===== src/rtl/counter_n_bit_modal.sv =====
// Up/down counter with a runtime terminal value, selectable wrap or saturate
// at the boundaries, a wrap pulse and a sticky boundary flag.
module counter_n_bit_modal #(
  parameter int WIDTH       = 8,
  parameter int SYNC_STAGES = 2
) (
  input  logic             clk_i,
  input  logic             rst_ni,
  input  logic             en_i,
  input  logic             load_i,
  input  logic [WIDTH-1:0] data_i,
  input  logic             up_i,
  input  logic             sat_i,
  input  logic [WIDTH-1:0] max_i,
  input  logic             ovf_clr_i,
  output logic [WIDTH-1:0] cnt_o,
  output logic             tc_o,
  output logic             ovf_o
);

  logic [SYNC_STAGES-1:0] rst_sync_q;
  logic                   rst_n_int;

  logic [WIDTH-1:0] cnt_q, cnt_d;
  logic             tc_q, tc_d;
  logic             ovf_q, ovf_d;
  logic             ovf_set;

  // Reset asserts immediately with rst_ni and releases only after the chain fills.
  always_ff @(posedge clk_i or negedge rst_ni) begin
    if (!rst_ni) begin
      rst_sync_q <= '0;
    end else begin
      rst_sync_q <= {rst_sync_q[SYNC_STAGES-2:0], 1'b1};
    end
  end

  assign rst_n_int = rst_sync_q[SYNC_STAGES-1];

  always_comb begin
    cnt_d   = cnt_q;
    tc_d    = 1'b0;
    ovf_set = 1'b0;
    if (load_i) begin
      cnt_d = (data_i > max_i) ? max_i : data_i;
    end else if (en_i) begin
      if (up_i) begin
        if (cnt_q < max_i) begin
          cnt_d = cnt_q + WIDTH'(1);
        end else begin
          ovf_set = 1'b1;
          if (sat_i) begin
            cnt_d = max_i;
          end else begin
            cnt_d = '0;
            tc_d  = 1'b1;
          end
        end
      end else begin
        if (cnt_q == '0) begin
          ovf_set = 1'b1;
          if (!sat_i) begin
            cnt_d = max_i;
            tc_d  = 1'b1;
          end
        end else if (cnt_q > max_i) begin
          // Limit was lowered below the count: snap back into range quietly.
          cnt_d = max_i;
        end else begin
          cnt_d = cnt_q - WIDTH'(1);
        end
      end
    end
    ovf_d = ovf_set | (ovf_q & ~ovf_clr_i);
  end

  always_ff @(posedge clk_i or negedge rst_n_int) begin
    if (!rst_n_int) begin
      cnt_q <= '0;
      tc_q  <= 1'b0;
      ovf_q <= 1'b0;
    end else begin
      cnt_q <= cnt_d;
      tc_q  <= tc_d;
      ovf_q <= ovf_d;
    end
  end

  assign cnt_o = cnt_q;
  assign tc_o  = tc_q;
  assign ovf_o = ovf_q;

endmodule


===== config.mk =====
export PLATFORM = sky130hd
export DESIGN_NAME = counter_n_bit_modal
export DESIGN_NICKNAME = d
export VERILOG_FILES = /design/src/rtl/counter_n_bit_modal.sv
export SDC_FILE = /design/constraint.sdc
export NUM_CORES = 1
export LEC_CHECK = 0
export ABC_CLOCK_PERIOD_IN_PS = 1510
export CAP_MARGIN = 0
export CORE_ASPECT_RATIO = 0.8
export CORE_MARGIN = 4
export CORE_UTILIZATION = 50
export DETAILED_ROUTE_END_ITERATION = 16
export GPL_TIMING_DRIVEN = 0
export PLACE_DENSITY = 0.78
export SLEW_MARGIN = 40
export SYNTH_ARGS = -nofsm -noshare
export SYNTH_HDL_FRONTEND = slang
export SYNTH_SLANG_ARGS = --single-unit
export TNS_END_PERCENT = 5

===== constraint.sdc =====
create_clock -name clk_i -period 1.51 [get_ports clk_i]
set_input_delay 0.302 -clock clk_i [delete_from_list [all_inputs] [get_ports clk_i]]
set_output_delay 0.302 -clock clk_i [all_outputs]
set_load 0.05 [all_outputs]

; ---- Word level (Yosys, flattened, before mapping)
; Index checks and enable logic that the tools add are counted.
[word_totals]
reg_bits = 12
out_inout_bits = 10
elab_cells = 36
[classes]
addsub = 2
n_lt_le_gt_ge = 3
eq_ne = 1
mux = 20
bitwise = 3
reduce_logical = 3
[ops]
columns = op, count
row1 = $mux W8, 9
row2 = $gt A8 B8 Y1, 2
row3 = $mux W1, 11
row4 = $add A8 B1 Y8 const B, 1
row5 = $logic_not A8 Y1, 1
row6 = $lt A8 B8 Y1, 1
row7 = $sub A8 B1 Y8 const B, 1
row8 = $ne A4 B4 Y1 const B, 1
row9 = $reduce_and A2 Y1, 1
row10 = $reduce_bool A2 Y1, 1
row11 = $and A1 B1 Y1, 1
row12 = $not A1 Y1, 1
row13 = $or A1 B1 Y1, 1

; ---- Depth between registers and ports, before layout
[depth]
word_depth = 6
ltp_mapped = 9

; ---- Worst setup path after synthesis
; No wires, ideal clock.
[synth_path]
kind = reg2reg
start = register cnt_q[0] (netlist: cnt_o[0])
end = register cnt_q[0] (netlist: cnt_o[0])
arrival_ns = 2.370
required_ns = 1.384
setup_slack_ns = -0.986
path_stages_with_launch = 9
cell_sequence = dfrtp_1 -> inv_1 -> ha_1 -> nand4_1 -> nor2_1 -> a211o_1 -> nand3_1 -> a211o_1 -> a221o_1
[synth_via]
elab_chain_cells = 6
word_cells_on_any_way = 13
cone_classes = 2 x add/sub / 2 x order compare / 1 x eq/ne / 6 x mux / 2 x reduce/logical
[synth_rtl]
columns = element, line_no
row1 = from (decl), 24  ; logic [WIDTH-1:0] cnt_q, cnt_d;
row2 = from (signal assigned), 83  ; cnt_q <= cnt_d;
row3 = $sub A8 B1 Y8 / $gt A8 B8 Y1 (equally long branches), "70, 66"
row4 = $mux W8, 66  ; end else if (cnt_q > max_i) begin
row5 = $mux W8, 60  ; if (cnt_q == '0) begin
row6 = $mux W8, 47  ; if (up_i) begin
row7 = $mux W8, 46  ; end else if (en_i) begin
row8 = $mux W8, 44  ; if (load_i) begin
; Parallel ways exist; a longest one is shown, timed or not. The select of a mux whose other input is x is not followed.
; A chain may end at the register's enable or synchronous reset.

; ---- Final worst setup path
[layout_path]
start = register cnt_q[1] (netlist: cnt_o[1])
end = register cnt_q[6] (netlist: cnt_o[6])
; Same word-level chain as after synthesis.

==> flow_summary_export.csv <==
group,metric,value,unit
finish,n_antenna_cell,0,
timing,rsz0062_at_grt,"true",
logic_synthesis,ys_seq_area_frac,0.182,
place,gp_congestion,0.895,
route,wl_per_cell,20.5,µm
timing,finalHoldViolations,0,
logic_synthesis,synth_ff_type,"dfrtp_1",
floorplanning,fp-row-count,18,
route,wl,6120,µm
clock_network,cts_buffers,3,
setup_path,worst_setup_path_start_kind,"register",
logic_synthesis,synth.top_cells.by_area,"dfrtp_1, ha_1, mux2i_1, nand2_1, xor2_1",
setup_path,arrival,2.41,ns
floorplanning,die_h,59.3,µm
timing,period_minus_slack,2.30,ns
logic_synthesis,syn_area,1650,µm²
timing,worst_slew_pin_slew,0.511,ns
hold_path,hold_class,"reg -> async",
finish,drive_gt1_frac,0.367,
timing,setup_viol,11,
clock_network,cts_buffer_depth,2,
finish,final_area,2530,µm²
power_and_ir_drop,p_total,0.00261,W
setup_path,crit_path_start,"cnt_o[1]",
logic_synthesis,synth-edff-count,0,
logic_synthesis,synth_common_cells,"nand2_1, ha_1, inv_1, nor2_1",
place,io_buffers,31,
floorplanning,die_area,4280,µm²
timing,period_share,1.52,
place,dp_hpwl,3670,µm
route,vias,1949,
clock_network,ctsHoldBuffers,0,
setup_path,r2r_setup_slack,-0.79,ns
clock_network,path_clk_slew,0.07,ns
setup_path,path_cells,"buf_4 -> inv_2 -> ha_2 -> or3b_4 -> o31a_1 -> nor3_2 -> nand4_1 -> o31ai_1 -> o221ai_1",
grt,antenna_found_initial,0,
setup_path,path_class,"reg -> reg",
place,placed_area,2070,µm²
timing,fmax,0.434,GHz
setup_path,r2r-start,"cnt_o[1]",
setup_path,crit_end,"cnt_o[6]",
grt,met1_usage,0.376,
timing,worst_slack,-0.793,ns
finish,fin_nets,302,
logic_synthesis,synth_most_common_cell,"nand2_1",
setup_path,crit_path_end_kind,"register",
clock_network,cts_tree,"built",
setup_path,cpMaxStageDelayCell,"dfrtp_2",
route,ant_nets,0,
clock_network,clk_latency,0.26,ns
power_and_ir_drop,leakage,1.04,nW
logic_synthesis,yosysUniqueCellTypes,47,
route,post_drt_via_cell_ratio,6.52,
timing,worst_clock_skew,0.0115,ns
setup_path,reg2reg_to,"cnt_o[6]",
status,outcome,"complete, but fails checks",
clock_network,root_buffer,"clkbuf_8",
grt,grt_pass1_vias,1840,
logic_synthesis,async_flop_share,1.00,
logic_synthesis,synth_fp_nets,244,
finish,fill_cells,201,
finish,syn2layout_area_growth,53.3,%
grt,grt_usage,0.278,
grt,gr-usage-met3,0.0508,
grt,grt_busiest_layer,"met2",
logic_synthesis,synthCells,202,
floorplanning,io_pins,33,
logic_synthesis,synth_top_cell_by_area,"dfrtp_1",
route,drt_iter0_drc,227,
timing,slew_headroom,0.659,
grt,grt_overflow,0,
floorplanning,die_w,72.2,µm
status,violations,"negative setup slack",
setup_path,r2r_cells,9,
logic_synthesis,ys_seq_elements,12,
setup_path,path_max_fanout,3,
setup_path,cp_data_required_time,1.61,ns
setup_path,critical-path-max-stage-delay,0.44,ns
route,drc,0,
logic_synthesis,syn_avg_cell_area,8.16,µm²
grt,grt_use_met2,0.455,
grt,grt_max_degree,11,
clock_network,cts_sinks,12,
grt,grt_pass1_wl,9180,µm
logic_synthesis,yosys_warnings,0,
power_and_ir_drop,p_per_area,1030,nW/µm²
timing,slew_violations,0,
clock_network,htree_levels,1,
flow_run,drv_cap,0,
logic_synthesis,yosysTopAreaCellShare,0.182,
route,dr.pass1.iters,5,
floorplanning,core-area,3130,µm²
floorplanning,start_util,0.526,
power_and_ir_drop,ir_drop,0.885,mV
[worst max-delay path: cells and delay by family, from the launching register on]
kind | cells | cell delay, ns
compound gates | 3 | 0.58
fa+ha+maj | 1 | 0.18
buf+inv | 2 | 0.23
simple gates | 3 | 0.72
flops | 1 | 0.44
[registers in the layout, summed over array words and instances, names as in the netlist]
signal,flops
cnt_o,8
ovf_o,1
rst_sync_q,2
tc_o,1
[what timing repair did]
action	CTS	global route
resized for setup	62	16
pin swaps	19	8
setup buffers	16	5
setup endpoints to repair	20	11
gates cloned	1	0
[stage by stage]
step | hold slack, ns | instances | util | setup slack (ns) | TNS, ns
2_1_floorplan | 0.00641 | 202 | - | -0.719 | -6.63
3_3_place_gp | 0.200 | 273 | 0.663 | -1.34 | -12.25
3_5_place_dp | 0.202 | 273 | 0.663 | -1.31 | -12.34
4_1_cts | 0.198 | 294 | 0.774 | -0.648 | -5.86
5_1_grt | 0.224 | 299 | 0.807 | -0.801 | -7.35
6_report | 0.195 | 299 | 0.807 | -0.793 | -6.74
[logic make-up after synthesis]
logic type	share of synthesized area
simple gates	0.267
other cells	0.00228
mux	0.0797
fa+ha+maj	0.144
flops	0.182
xor+xnor	0.0585
buf+inv	0.0668
compound gates	0.200
[layout make-up]
type | count | area (µm²) | area share
flip-flops and latches | 12 | 309 | 0.122
inverters | 13 | 48.8 | 0.0193
repair buffers | 53 | 458 | 0.181
clock buffers | 4 | 55.1 | 0.0218
plain buffers | 12 | 73.8 | 0.0292
multi-input cells | 165 | 1530 | 0.606
well taps | 40 | 50.0 | 0.0198
[cell usage in the layout, fill, tap and decap left out, drive strengths merged, types with 8 or more instances in the layout]
| cell | count |
|---|---|
| a21oi | 8 |
| buf | 29 |
| clkbuf | 12 |
| clkdlybuf4s50 | 13 |
| dfrtp | 12 |
| dlygate4sd2 | 9 |
| ha | 19 |
| inv | 13 |
| mux2i | 12 |
| nand2 | 31 |
| nor2 | 13 |
| nor3 | 9 |
| xor2 | 8 |
[worst min path at each step]
| stage | start | to | slack, ns | cells after the start |
|---|---|---|---|---|
| after floorplan | rst_ni | rst_sync_q[0] | 0.006 | 0 |
| after global placement | rst_sync_q[1] | ovf_o | 0.20 | 0 |
| after detailed placement | rst_sync_q[1] | ovf_o | 0.20 | 0 |
| after CTS | rst_sync_q[1] | tc_o | 0.20 | 0 |
| after global routing | rst_ni | rst_sync_q[1] | 0.22 | 1 |
| final | rst_sync_q[1] | tc_o | 0.19 | 0 |
[layer usage]
layer | up-vias | routed length [µm]
met5 | - | 0
met4 | 0 | 233
met3 | 31 | 552
met2 | 114 | 2830
met1 | 934 | 2500
li1 | 870 | -
[where the power goes]
group	switching [W]	total, W	internal [W]
clock	0.000155	0.000386	0.000232
combinational	0.000999	0.00178	0.000783
sequential	0.0000619	0.000442	0.000380
No activity file was read; power rests on OpenSTA's default activity.
